<file path="src/rtl/pipe_pkg.sv">
// pipe_pkg -- shared definitions for the pipeline stage register.
//   state_t    : occupancy encoding of a stage (EMPTY, ONE, TWO)
//   RV32I_NOP  : canonical RV32I NOP (addi x0, x0, 0), used as the bubble value
//   XLEN       : default datapath width
package pipe_pkg;

  typedef enum logic [1:0] {
    EMPTY = 2'd0,
    ONE   = 2'd1,
    TWO   = 2'd2
  } state_t;

  localparam logic [31:0] RV32I_NOP = 32'h0000_0013;
  localparam int          XLEN      = 32;

endpackage

</file>
<file path="src/rtl/stage_data_reg.sv">
// stage_data_reg -- n-bit load-enabled register with synchronous reset.
// Ports:
//   clk  : rising-edge clock
//   rst  : synchronous active-high reset, loads RST_VAL
//   load : capture d at the next edge
//   d    : incoming value
//   q    : held value
module stage_data_reg #(
  parameter int           n       = 32,
  parameter logic [n-1:0] RST_VAL = '0
) (
  input  logic         clk,
  input  logic         rst,
  input  logic         load,
  input  logic [n-1:0] d,
  output logic [n-1:0] q
);

  logic [n-1:0] data_reg;

  always_ff @(posedge clk) begin
    if (rst) begin
      data_reg <= RST_VAL;
    end else if (load) begin
      data_reg <= d;
    end
  end

  assign q = data_reg;

endmodule

</file>
<file path="src/rtl/pipe_stage_reg.sv">
// pipe_stage_reg -- valid/ready pipeline stage register, one cycle latency.
// Build option: define PIPE_STAGE_REG_SKID_EN to add a skid entry so that
// in_ready is registered (no combinational out_ready -> in_ready path).
// Without it the stage holds one entry and in_ready = ~out_valid | out_ready.
// Ports:
//   clk       : rising-edge clock
//   rst       : synchronous active-high reset (overrides everything)
//   flush     : synchronous discard of all held entries
//   in_valid  : producer offers d
//   in_ready  : stage accepts d this cycle
//   d         : incoming payload
//   out_valid : q holds a valid entry
//   out_ready : consumer takes q this cycle
//   q         : outgoing payload, RST_VAL when empty
module pipe_stage_reg
  import pipe_pkg::*;
#(
  parameter int           n       = XLEN,
  parameter logic [n-1:0] RST_VAL = n'(RV32I_NOP)
) (
  input  logic         clk,
  input  logic         rst,
  input  logic         flush,
  input  logic         in_valid,
  output logic         in_ready,
  input  logic [n-1:0] d,
  output logic         out_valid,
  input  logic         out_ready,
  output logic [n-1:0] q
);

  state_t       state_reg, state_next;
  logic         in_fire, out_fire;
  logic         main_load;
  logic [n-1:0] main_d, main_q;

  assign out_valid = (state_reg != EMPTY);
  assign out_fire  = out_valid & out_ready;
  assign in_fire   = in_valid & in_ready & ~flush;
  // An emptied stage still holds stale data in main; present the bubble.
  assign q         = out_valid ? main_q : RST_VAL;

`ifdef PIPE_STAGE_REG_SKID_EN
  logic         skid_load;
  logic [n-1:0] skid_q;
  logic         in_ready_reg;

  // Registered ready; masked during reset so nothing is offered-and-lost.
  assign in_ready = in_ready_reg & ~rst;

  always_comb begin
    state_next = state_reg;
    main_load  = 1'b0;
    main_d     = d;
    skid_load  = 1'b0;
    case (state_reg)
      EMPTY: begin
        if (in_fire) begin
          main_load  = 1'b1;
          state_next = ONE;
        end
      end
      ONE: begin
        if (in_fire && out_fire) begin
          main_load = 1'b1;
        end else if (in_fire) begin
          skid_load  = 1'b1;
          state_next = TWO;
        end else if (out_fire) begin
          state_next = EMPTY;
        end
      end
      TWO: begin
        // Skid is always the younger entry, so it promotes into main.
        if (out_fire) begin
          main_load  = 1'b1;
          main_d     = skid_q;
          state_next = ONE;
        end
      end
      default: state_next = EMPTY;
    endcase
    if (flush) begin
      state_next = EMPTY;
    end
  end

  always_ff @(posedge clk) begin
    if (rst) begin
      state_reg    <= EMPTY;
      in_ready_reg <= 1'b1;
    end else begin
      state_reg    <= state_next;
      in_ready_reg <= (state_next != TWO);
    end
  end

  stage_data_reg #(.n(n), .RST_VAL(RST_VAL)) u_skid (
    .clk  (clk),
    .rst  (rst),
    .load (skid_load),
    .d    (d),
    .q    (skid_q)
  );
`else
  assign in_ready = (~out_valid | out_ready) & ~rst;

  always_comb begin
    state_next = state_reg;
    main_load  = 1'b0;
    main_d     = d;
    case (state_reg)
      EMPTY: begin
        if (in_fire) begin
          main_load  = 1'b1;
          state_next = ONE;
        end
      end
      ONE: begin
        // in_fire in ONE implies out_fire: the slot is replaced in place.
        if (in_fire) begin
          main_load = 1'b1;
        end else if (out_fire) begin
          state_next = EMPTY;
        end
      end
      default: state_next = EMPTY;
    endcase
    if (flush) begin
      state_next = EMPTY;
    end
  end

  always_ff @(posedge clk) begin
    if (rst) begin
      state_reg <= EMPTY;
    end else begin
      state_reg <= state_next;
    end
  end
`endif

  stage_data_reg #(.n(n), .RST_VAL(RST_VAL)) u_main (
    .clk  (clk),
    .rst  (rst),
    .load (main_load),
    .d    (main_d),
    .q    (main_q)
  );

endmodule
</file>
<file path="config.mk">
export PLATFORM = sky130hd
export DESIGN_NAME = pipe_stage_reg
export DESIGN_NICKNAME = d
export VERILOG_FILES = /design/src/rtl/pipe_pkg.sv /design/src/rtl/stage_data_reg.sv /design/src/rtl/pipe_stage_reg.sv
export SDC_FILE = /design/constraint.sdc
export NUM_CORES = 1
export LEC_CHECK = 0
export BUFFER_PORTS_ARGS = -buffer_cell sky130_fd_sc_hd__buf_2
export CAP_MARGIN = 0
export CELL_PAD_IN_SITES_DETAIL_PLACEMENT = 2
export CELL_PAD_IN_SITES_GLOBAL_PLACEMENT = 2
export CORE_MARGIN = 4
export CORE_UTILIZATION = 23
export CTS_BUF_LIST = sky130_fd_sc_hd__clkbuf_4 sky130_fd_sc_hd__clkbuf_8 sky130_fd_sc_hd__clkbuf_16
export CTS_CLUSTER_DIAMETER = 200
export DETAILED_ROUTE_END_ITERATION = 10
export GPL_TIMING_DRIVEN = 0
export PLACE_DENSITY_LB_ADDON = 0.05
export SLEW_MARGIN = 20
export SYNTH_ARGS = -nofsm -noshare
export SYNTH_HDL_FRONTEND = slang
export SYNTH_SLANG_ARGS = --single-unit
</file>
<file path="constraint.sdc">
create_clock -name clk -period 1.26 [get_ports clk]
set_input_delay 0.126 -clock clk [delete_from_list [all_inputs] [get_ports clk]]
set_output_delay 0.126 -clock clk [all_outputs]
set_load 0.02 [all_outputs]
</file>
==> results.tsv, run 1 <==
stage	metric	value	unit
die	fp.dieH	87.7	um
timing	fmax	0.773	GHz
detailed_routing	firstDrtPassIters	4	
worst_setup_path	cp_max_fo	5	
worst_setup_path	reg2reg_slack	0	ns
die	ioPinCount	71	
worst_setup_path	crit_type	reg -> out	
placement	hpwlAfterDp	3.68	mm
timing	worstMarginPinSlew	0.523	ns
placement	placed_area	1910	um^2
die	die-area	7690	um^2
run_status	violations	setup timing	
timing	setup_viol	4	
detailed_routing	drtIter0Drc	33	
timing	finalWorstPathRequiredPeriod	1.29	ns
timing	hold_viol	0	
worst_setup_path	crit_start	state_reg[0]$_SDFFE_PP0P_	
timing	finClkSkew	0.00256	ns
synthesis	synth_fp_nets	188	
worst_setup_path	startpoint_type	flip-flop	
worst_setup_path	worst_setup_path_end_kind	primary output	
placement	io_buffers	70	
synthesis	synth-seq-cells	33	
global_route	grt_use_total	0.135	
synthesis	syn_area	1460	um^2
worst_hold_path	hold_class	in -> reg	
synthesis	ys_warn_count	0	
clock_tree	clock_path_buffers	2	
global_route	grt_max_degree	11	
detailed_routing	vias	1444	
power	p_leak	0.00112	uW
detailed_routing	finalWirelength	4.96	mm
worst_setup_path	reg2reg_depth	4	
clock_tree	cts_tree	done	
clock_tree	cts_root_buffer	clkbuf_8	
finish	stdcell_count	306	
detailed_routing	drcViolationCount	0	
synthesis	avgSynthCellArea	9.67	um^2
detailed_routing	antenna_left	0	
finish	largest_reg_flops	32	
die	initial_core_util	0.242	
timing	max_slew_margin	0.652	
timing	fin_ws	-0.0343	ns
finish	final_cell_area	2200	um^2
worst_setup_path	r2r_start	state_reg[0]$_SDFFE_PP0P_	
synthesis	netlist_instances	151	
power	power.density	1000	nW/um^2
detailed_routing	via_per_inst	4.72	
global_route	grt_pass1_wl	8.11	mm
clock_tree	clk_latency	0.28	ns
global_route	antenna_found_initial	0	
worst_setup_path	worstPathRequired	1.13	ns
die	die_width	87.7	um
synthesis	synth.top_cell.area_share	0.452	
synthesis	yosysUniqueCellTypes	14	
placement	gp_congestion	0.691	
worst_setup_path	worstPathArrival	1.17	ns
clock_tree	cts_max_level	2	
finish	diodes	0	
finish	nets	267	
clock_tree	numCtsBuffers	5	
finish	syn_to_final_growth	50.7	%
finish	final_cell_mix	42 x buf_2, 32 x dfxtp_1, 31 x and3_1	
worst_setup_path	reg2reg_to	u_main.q[22]$_SDFFE_PP0P_	
timing	slew_violations	0	
job	maxCapViolations	0	
die	coreArea	6030	um^2
finish	fin_util	0.365	
finish	final_common_cell	buf_2	
placement	pre_cts_ws	-0.209	ns
timing	rsz0062_at_grt	true	
clock_tree	clk_pin_slew	0.07	ns
detailed_routing	post_drt_wl_per_cell	16.2	um
run_status	status	finished with violations	
placement	dp_cells	296	
timing	finalCritPeriodShare	1.03	
synthesis	synth_top_area_cell	dfxtp_1	
clock_tree	clkSinkCount	33	
finish	drive_gt1_frac	0.511	
die	row_count	28	
global_route	grt.overflow.total	0	
worst_setup_path	cp-endpoint	in_ready	
synthesis	synth.area.top_cells	dfxtp_1 45%, and3_1 14%, and2_1 13%	
synthesis	ys_seq_area_frac	0.452	
power	ir_drop	369	uV
global_route	grt_pass1_vias	1675	
[worst min path at each step]
| stage | depth (start not counted) | slack (ns) | startpoint | end |
|---|---|---|---|---|
| finish | 2 | 0.05 | flush | state_reg[0]$_SDFFE_PP0P_ |
| global route | 2 | 0.05 | flush | state_reg[0]$_SDFFE_PP0P_ |
| CTS | 2 | 0.05 | flush | state_reg[0]$_SDFFE_PP0P_ |
| detailed placement | 2 | 0.35 | flush | state_reg[0]$_SDFFE_PP0P_ |
| global placement | 2 | 0.34 | flush | state_reg[0]$_SDFFE_PP0P_ |
| floorplan | 1 | 0.19 | rst | state_reg[0]$_SDFFE_PP0P_ |
[cell type report]
class	count	area, um^2
fill	674	3820
sequential	33	664
buffer	14	104
multi-input combinational	101	756
tap	75	93.8
timing repair buffer	73	489
clock buffer	6	76.3
clock inverter	2	10.0
inverter	2	7.51
[stage by stage]
| step | hold slack, ns | TNS (ns) | power, uW |
|---|---|---|---|
| finish | 0.0509 | -0.0383 | 2200 |
| global route | 0.0453 | -2.17 | 2330 |
| detailed placement | 0.349 | -5.13 | 1410 |
| CTS | 0.0482 | -0.0679 | 2250 |
| floorplan | 0.191 | 0 | 1290 |
| global placement | 0.338 | -4.08 | 1390 |
[Yosys cell counts (all sizes together)]
| cell type | number |
|---|---|
| clkbuf | 12 |
| a211oi | 1 |
| nand2 | 1 |
| a211o | 3 |
| a31o | 29 |
| and3 | 32 |
| inv | 2 |
| buf | 3 |
| and2 | 30 |
| nand2b | 4 |
| dfxtp | 33 |
| nor3b | 1 |
[cells by family (layout without fill, tap and decap cells)]
kind of cell           count (synthesis)  count (layout)  share of synthesized area
AO/OA/AOI/OAI                         33              33                      0.197
buffers and inverters                 17              97                     0.0506
flip-flops                            33              33                      0.452
AND/OR/NAND/NOR                       68              68                      0.300
[worst max-delay path: stages (launching register included)]
cell and delay [ns]:
dfxtp_4 0.40, nand2b_4 0.09, buf_8 0.13, and2_4 0.15
buf_6 0.12
[metal layers]
layer  wire (um)  part of all wire  GRT usage
met5           0                 0          0
met2        2560              0.52      0.247
met1        2080              0.42      0.152
met4          29            0.0058     0.0335
met3         290             0.058     0.0414
[power by group]
part | switching [uW] | internal (uW) | total [uW]
clock network | 382 | 404 | 786
logic | 136 | 153 | 289
registers | 29.6 | 1100 | 1130
[what timing repair did]
action                                  CTS  global route
endpoints found under the setup margin   62            58
hold buffers                              0             0
pin swaps                                 0             0
setup buffers                             3             0
gates resized for setup                  58             8
Power figures use the tool's default switching activity.
==> run 2: changes to the inputs <==
--- a/config.mk
+++ b/config.mk
@@ -16,6 +16,7 @@
 export DETAILED_ROUTE_END_ITERATION = 10
 export GPL_TIMING_DRIVEN = 0
 export PLACE_DENSITY_LB_ADDON = 0.05
+export SKIP_CTS_REPAIR_TIMING = 1
 export SLEW_MARGIN = 20
 export SYNTH_ARGS = -nofsm -noshare
 export SYNTH_HDL_FRONTEND = slang
==> results.tsv, run 2 (synthesis results as in run 1) <==
stage	metric	value	unit	change
timing	slew_violations	0		unchanged
die	die-area	7690	um^2	unchanged
clock_tree	clk_pin_slew	0.07	ns	about the same
finish	diodes	0		unchanged
detailed_routing	drcViolationCount	0		unchanged
die	fp.dieH	87.7	um	unchanged
run_status	status	finished with violations		
worst_setup_path	critPathMostFrequentCell	buf_6		
worst_setup_path	slowest_stage	dfxtp_4		
timing	max_slew_margin	0.658		+0.00594
timing	hold_viol	0		unchanged
clock_tree	cts_max_level	2		unchanged
finish	drive_gt1_frac	0.483		-0.0281
global_route	grt_pass1_vias	1647		-1.7%
worst_setup_path	crit_chain	nand2b_4 > buf_6 > and2_4 > buf_6		
worst_setup_path	startpoint_type	flip-flop		
detailed_routing	post_drt_wl_per_cell	15.9	um	-2.2%
placement	gp_congestion	0.691		unchanged
clock_tree	cts_root_buffer	clkbuf_8		
timing	fin_ws	-0.0356	ns	-0.00132 ns
placement	pre_cts_ws	-0.209	ns	unchanged
timing	finalWorstPathRequiredPeriod	1.30	ns	+0.00132 ns
finish	final_common_cell	buf_2		
worst_setup_path	crit_path_max_incr_delay	0.38	ns	-0.02 ns
detailed_routing	drtIter0Drc	30		-9.1%
worst_setup_path	worstPathRequired	1.13	ns	about the same
finish	largest_reg_flops	32		unchanged
finish	nets	268		+0.37%
finish	syn_to_final_growth	41.0	%	
global_route	grt.overflow.total	0		unchanged
detailed_routing	finalWirelength	4.87	mm	-1.9%
die	initial_core_util	0.242		unchanged
timing	worstMarginPinSlew	0.514	ns	-0.00891 ns
timing	setup_viol	3		-1
placement	io_buffers	70		unchanged
clock_tree	clk_latency	0.28	ns	about the same
worst_setup_path	crit_type	reg -> out		
die	coreArea	6030	um^2	unchanged
worst_hold_path	hold_class	in -> reg		
worst_setup_path	worst_setup_path_end_kind	primary output		
job	maxCapViolations	0		unchanged
finish	seq_area	664	um^2	unchanged
timing	fmax	0.772	GHz	-0.10%
detailed_routing	via_per_inst	4.75		+0.71%
clock_tree	clock_path_buffers	2		unchanged
global_route	grt_use_total	0.130		-0.00524
global_route	grt_pass1_wl	7.80	mm	-3.7%
global_route	antenna_found_initial	0		unchanged
placement	hpwlAfterDp	3.68	mm	unchanged
clock_tree	cts_tree	done		
die	ioPinCount	71		unchanged
detailed_routing	firstDrtPassIters	4		unchanged
die	row_count	28		unchanged
worst_setup_path	worstPathArrival	1.17	ns	about the same
detailed_routing	vias	1459		+1.0%
power	p_leak	0.00111	uW	-1.2%
timing	finalCritPeriodShare	1.03		+0.00105
finish	fillers	692		+2.7%
global_route	grt_max_degree	11		unchanged
worst_setup_path	cp_max_fo	8		+3
power	ir_drop	366	uV	-0.67%
power	p_total	2190	uW	-0.82%
clock_tree	clkSinkCount	33		unchanged
finish	final_cell_mix	70 x buf_2, 32 x and3_1, 32 x dfxtp_1		
finish	multiInputGateArea	736	um^2	-2.6%
timing	finClkSkew	0.00280	ns	+0.000240 ns
clock_tree	numCtsBuffers	5		unchanged
die	die_width	87.7	um	unchanged
power	power.density	1060	nW/um^2	+6.1%
run_status	violations	setup timing		
detailed_routing	antenna_left	0		unchanged
timing	rsz0062_at_grt	true		
==> run 2: cell type report <==
class	count	share of cell area
Multi-Input combinational cell	101	0.357
Sequential cell	33	0.323
Timing Repair Buffer	74	0.189
Tap cell	75	0.0456
Buffer	14	0.0395
Clock buffer	6	0.0371
Clock inverter	2	0.00486
Inverter	2	0.00365
==> run 2: metrics by stage <==
step                setup TNS (ns)  area (um^2)  cells  utilization  hold slack [ns]
global placement             -4.08         1910    296        0.316            0.338
global route                 -2.58         2060    307        0.342           0.0531
detailed placement           -5.13         1910    296        0.316            0.349
CTS                         -13.56         1990    304        0.331           0.0495
floorplan                        0         1460    151            -            0.191
finish                     -0.0462         2060    307        0.342           0.0537
==> run 2: worst paths after layout <==
| path | start | endpoint | slack, ns | depth (start not counted) |
|---|---|---|---|---|
| worst max-delay path | state_reg[0]$_SDFFE_PP0P_ | in_ready | -0.04 | 4 |
| worst min-delay path | flush | state_reg[0]$_SDFFE_PP0P_ | 0.05 | 2 |
| worst max register to register | state_reg[0]$_SDFFE_PP0P_ | u_main.q[28]$_SDFFE_PP0P_ | 0.01 | 4 |
| worst min register to register | u_main.q[1]$_SDFFE_PP1P_ | u_main.q[1]$_SDFFE_PP1P_ | 0.46 | 1 |
==> run 2: critical path: cells and delay by family, from the launching register on <==
kind | cells | cell delay [ns]
flops | 1 | 0.38
buf+inv | 2 | 0.26
simple gates | 2 | 0.24
==> run 2: per-layer routing <==
layer / global-route usage / vias to the layer above / share of wire
met5: 0 / - / 0
met4: 0.0377 / 0 / 0.012
met3: 0.0405 / 10 / 0.065
met2: 0.236 / 48 / 0.50
met1: 0.145 / 702 / 0.42
li1: - / 699 / -
==> run 2: power by group <==
part	internal [uW]	switching, uW	total [uW]
registers	1100	28.1	1130
clock network	404	381	785
logic	140	134	274
total	1640	543	2190
==> run 3: changes to the inputs <==
--- a/config.mk
+++ b/config.mk
@@ -10,8 +10,8 @@
 export CELL_PAD_IN_SITES_DETAIL_PLACEMENT = 2
 export CELL_PAD_IN_SITES_GLOBAL_PLACEMENT = 2
 export CORE_MARGIN = 4
-export CORE_UTILIZATION = 23
-export CTS_BUF_LIST = sky130_fd_sc_hd__clkbuf_4 sky130_fd_sc_hd__clkbuf_8 sky130_fd_sc_hd__clkbuf_16
+export CORE_UTILIZATION = 24
+export CTS_BUF_LIST = sky130_fd_sc_hd__clkbuf_8
 export CTS_CLUSTER_DIAMETER = 200
 export DETAILED_ROUTE_END_ITERATION = 10
 export GPL_TIMING_DRIVEN = 0
==> results.tsv, run 3 (synthesis results as in run 1) <==
stage	metric	value	unit	change
run_status	status	finished with violations		
run_status	violations	setup timing		
global_route	grt_use_total	0.132		+0.00194
placement	hpwlAfterDp	3.58	mm	-2.8%
detailed_routing	post_drt_wl_per_cell	16.1	um	+1.5%
clock_tree	cts_tree	done		
clock_tree	cts_root_buffer	clkbuf_8		
global_route	grt_pass1_wl	7.69	mm	-1.4%
power	intPower	1680	uW	+2.3%
clock_tree	clock_path_buffers	2		unchanged
worst_hold_path	hold_class	in -> reg		
power	clkPwrFrac	0.357		-0.002
worst_setup_path	reg2reg_depth	5		+1
power	p_seq_frac	0.511		-0.005
finish	diodes	0		unchanged
placement	pre_cts_ws	-0.203	ns	+0.00616 ns
detailed_routing	vias	1466		+0.48%
die	fp.dieH	86	um	-1.9%
detailed_routing	finalWirelength	4.96	mm	+1.8%
die	coreArea	5920	um^2	-1.7%
clock_tree	clkSinkCount	33		unchanged
die	die-area	7400	um^2	-3.8%
placement	gp_congestion	0.752		+8.9%
worst_setup_path	critPathMostFrequentCell	buf_6		
power	ir_drop	433	uV	+18%
finish	fillers	682		-1.4%
timing	finalWorstPathRequiredPeriod	1.28	ns	-0.0155 ns
worst_setup_path	worstPathRequired	1.13	ns	about the same
detailed_routing	firstDrtPassIters	4		unchanged
clock_tree	numCtsBuffers	5		unchanged
global_route	grt.overflow.total	0		unchanged
timing	finClkSkew	0.00582	ns	+0.00301 ns
finish	nets	270		+0.75%
finish	final_cell_mix	60 x buf_2, 32 x and3_1, 32 x dfxtp_1		
global_route	grt_pass1_vias	1567		-4.9%
clock_tree	clk_pin_slew	0.06	ns	about the same
worst_setup_path	crit_type	reg -> out		
power	p_leak	0.00115	uW	+3.6%
global_route	grt_max_degree	11		unchanged
die	initial_core_util	0.247		+0.00430
worst_setup_path	slowest_stage	dfxtp_4		
timing	fmax	0.781	GHz	+1.2%
die	ioPinCount	71		unchanged
timing	rsz0062_at_grt	true		
placement	io_buffers	70		unchanged
worst_setup_path	cp_max_fo	7		-1
finish	final_common_cell	buf_2		
finish	largest_reg_flops	32		unchanged
power	power.density	1020	nW/um^2	-3.6%
clock_tree	cts_max_level	2		unchanged
finish	drive_gt1_frac	0.494		+0.0108
global_route	antenna_found_initial	0		unchanged
detailed_routing	drtIter0Drc	30		unchanged
timing	slew_violations	0		unchanged
timing	hold_viol	0		unchanged
worst_setup_path	worst_setup_path_end_kind	primary output		
finish	fin_util	0.365		+0.0230
worst_hold_path	hold_depth	2		unchanged
timing	fin_ws	-0.0201	ns	+0.0155 ns
finish	syn_to_final_growth	47.8	%	
detailed_routing	antenna_left	0		unchanged
timing	setup_viol	3		unchanged
clock_tree	clk_latency	0.28	ns	about the same
die	die_width	86	um	-1.9%
worst_setup_path	crit_chain	nand2b_4 > buf_6 > and2_4 > buf_6		
die	row_count	28		unchanged
timing	finalCritPeriodShare	1.02		-0.0123
detailed_routing	via_per_inst	4.76		+0.15%
power	p_sw_frac	0.239		-0.00933
timing	max_slew_margin	0.673		+0.0160
job	maxCapViolations	0		unchanged
worst_setup_path	crit_path_max_incr_delay	0.39	ns	about the same
power	p_sw	528	uW	-2.7%
timing	worstMarginPinSlew	0.490	ns	-0.0239 ns
worst_setup_path	startpoint_type	flip-flop		
power	comb_power_share	0.133		+0.008
detailed_routing	drcViolationCount	0		unchanged
worst_setup_path	worstPathArrival	1.15	ns	-0.02 ns
## run 3: changes by cell type in the layout (fill, tap and decap cells not counted), moves of 2 or more
cell and change:
buf_2 -10, buf_4 +7, buf_6 +4, clkbuf_1 -2, clkbuf_2 +2, clkinv_2 -2
## run 3: metrics by stage
stage	instances	hold slack [ns]	total power (uW)	area, um^2	TNS [ns]
after floorplan	151	0.191	1290	1460	0
after global placement	296	0.338	1400	1910	-4.13
after detailed placement	296	0.347	1410	1910	-5.55
after CTS	303	0.0473	2220	1990	-14.07
after global routing	308	0.0614	2330	2160	-1.60
final	308	0.0582	2210	2160	-0.0209
## run 3: final cells by class
type / count / area [um^2] / area share
Inverter: 2 / 7.51 / 0.00348
Clock inverter: 1 / 3.75 / 0.00174
Sequential cell: 33 / 664 / 0.308
Timing Repair Buffer: 76 / 452 / 0.209
Tap cell: 75 / 93.8 / 0.0435
Multi-Input combinational cell: 101 / 749 / 0.347
Buffer: 14 / 105 / 0.0487
Clock buffer: 6 / 82.6 / 0.0383
## run 3: power groups by stage
stage               clock network (uW)  registers [uW]  logic (uW)
floorplan                            0            1140         145
global placement                     0            1150         248
detailed placement                   0            1150         260
CTS                                827            1130         261
global route                       873            1130         326
finish                             788            1130         294
## run 3: critical path: cells and delay by family (launching register included)
| family | cells | cell delay [ns] |
|---|---|---|
| buffers and inverters | 2 | 0.25 |
| flip-flops | 1 | 0.39 |
| AND/OR/NAND/NOR | 2 | 0.23 |
## run 3: path summary, 6_finish.rpt
kind                             startpoint                   endpoint  slack, ns
setup / recovery  state_reg[0]$_SDFFE_PP0P_                   in_ready      -0.02
hold / removal                        flush  state_reg[0]$_SDFFE_PP0P_       0.06
setup reg to reg  state_reg[0]$_SDFFE_PP0P_   u_main.q[4]$_SDFFE_PP1P_       0.01
hold reg to reg    u_main.q[4]$_SDFFE_PP1P_   u_main.q[4]$_SDFFE_PP1P_       0.46
## run 3: per-layer routing
layer	GRT usage	vias up	share of wire
met3	0.0403	5	0.055
met2	0.242	41	0.53
met4	0.0345	0	0.011
li1	-	704	-
met5	0	-	0
met1	0.146	716	0.41
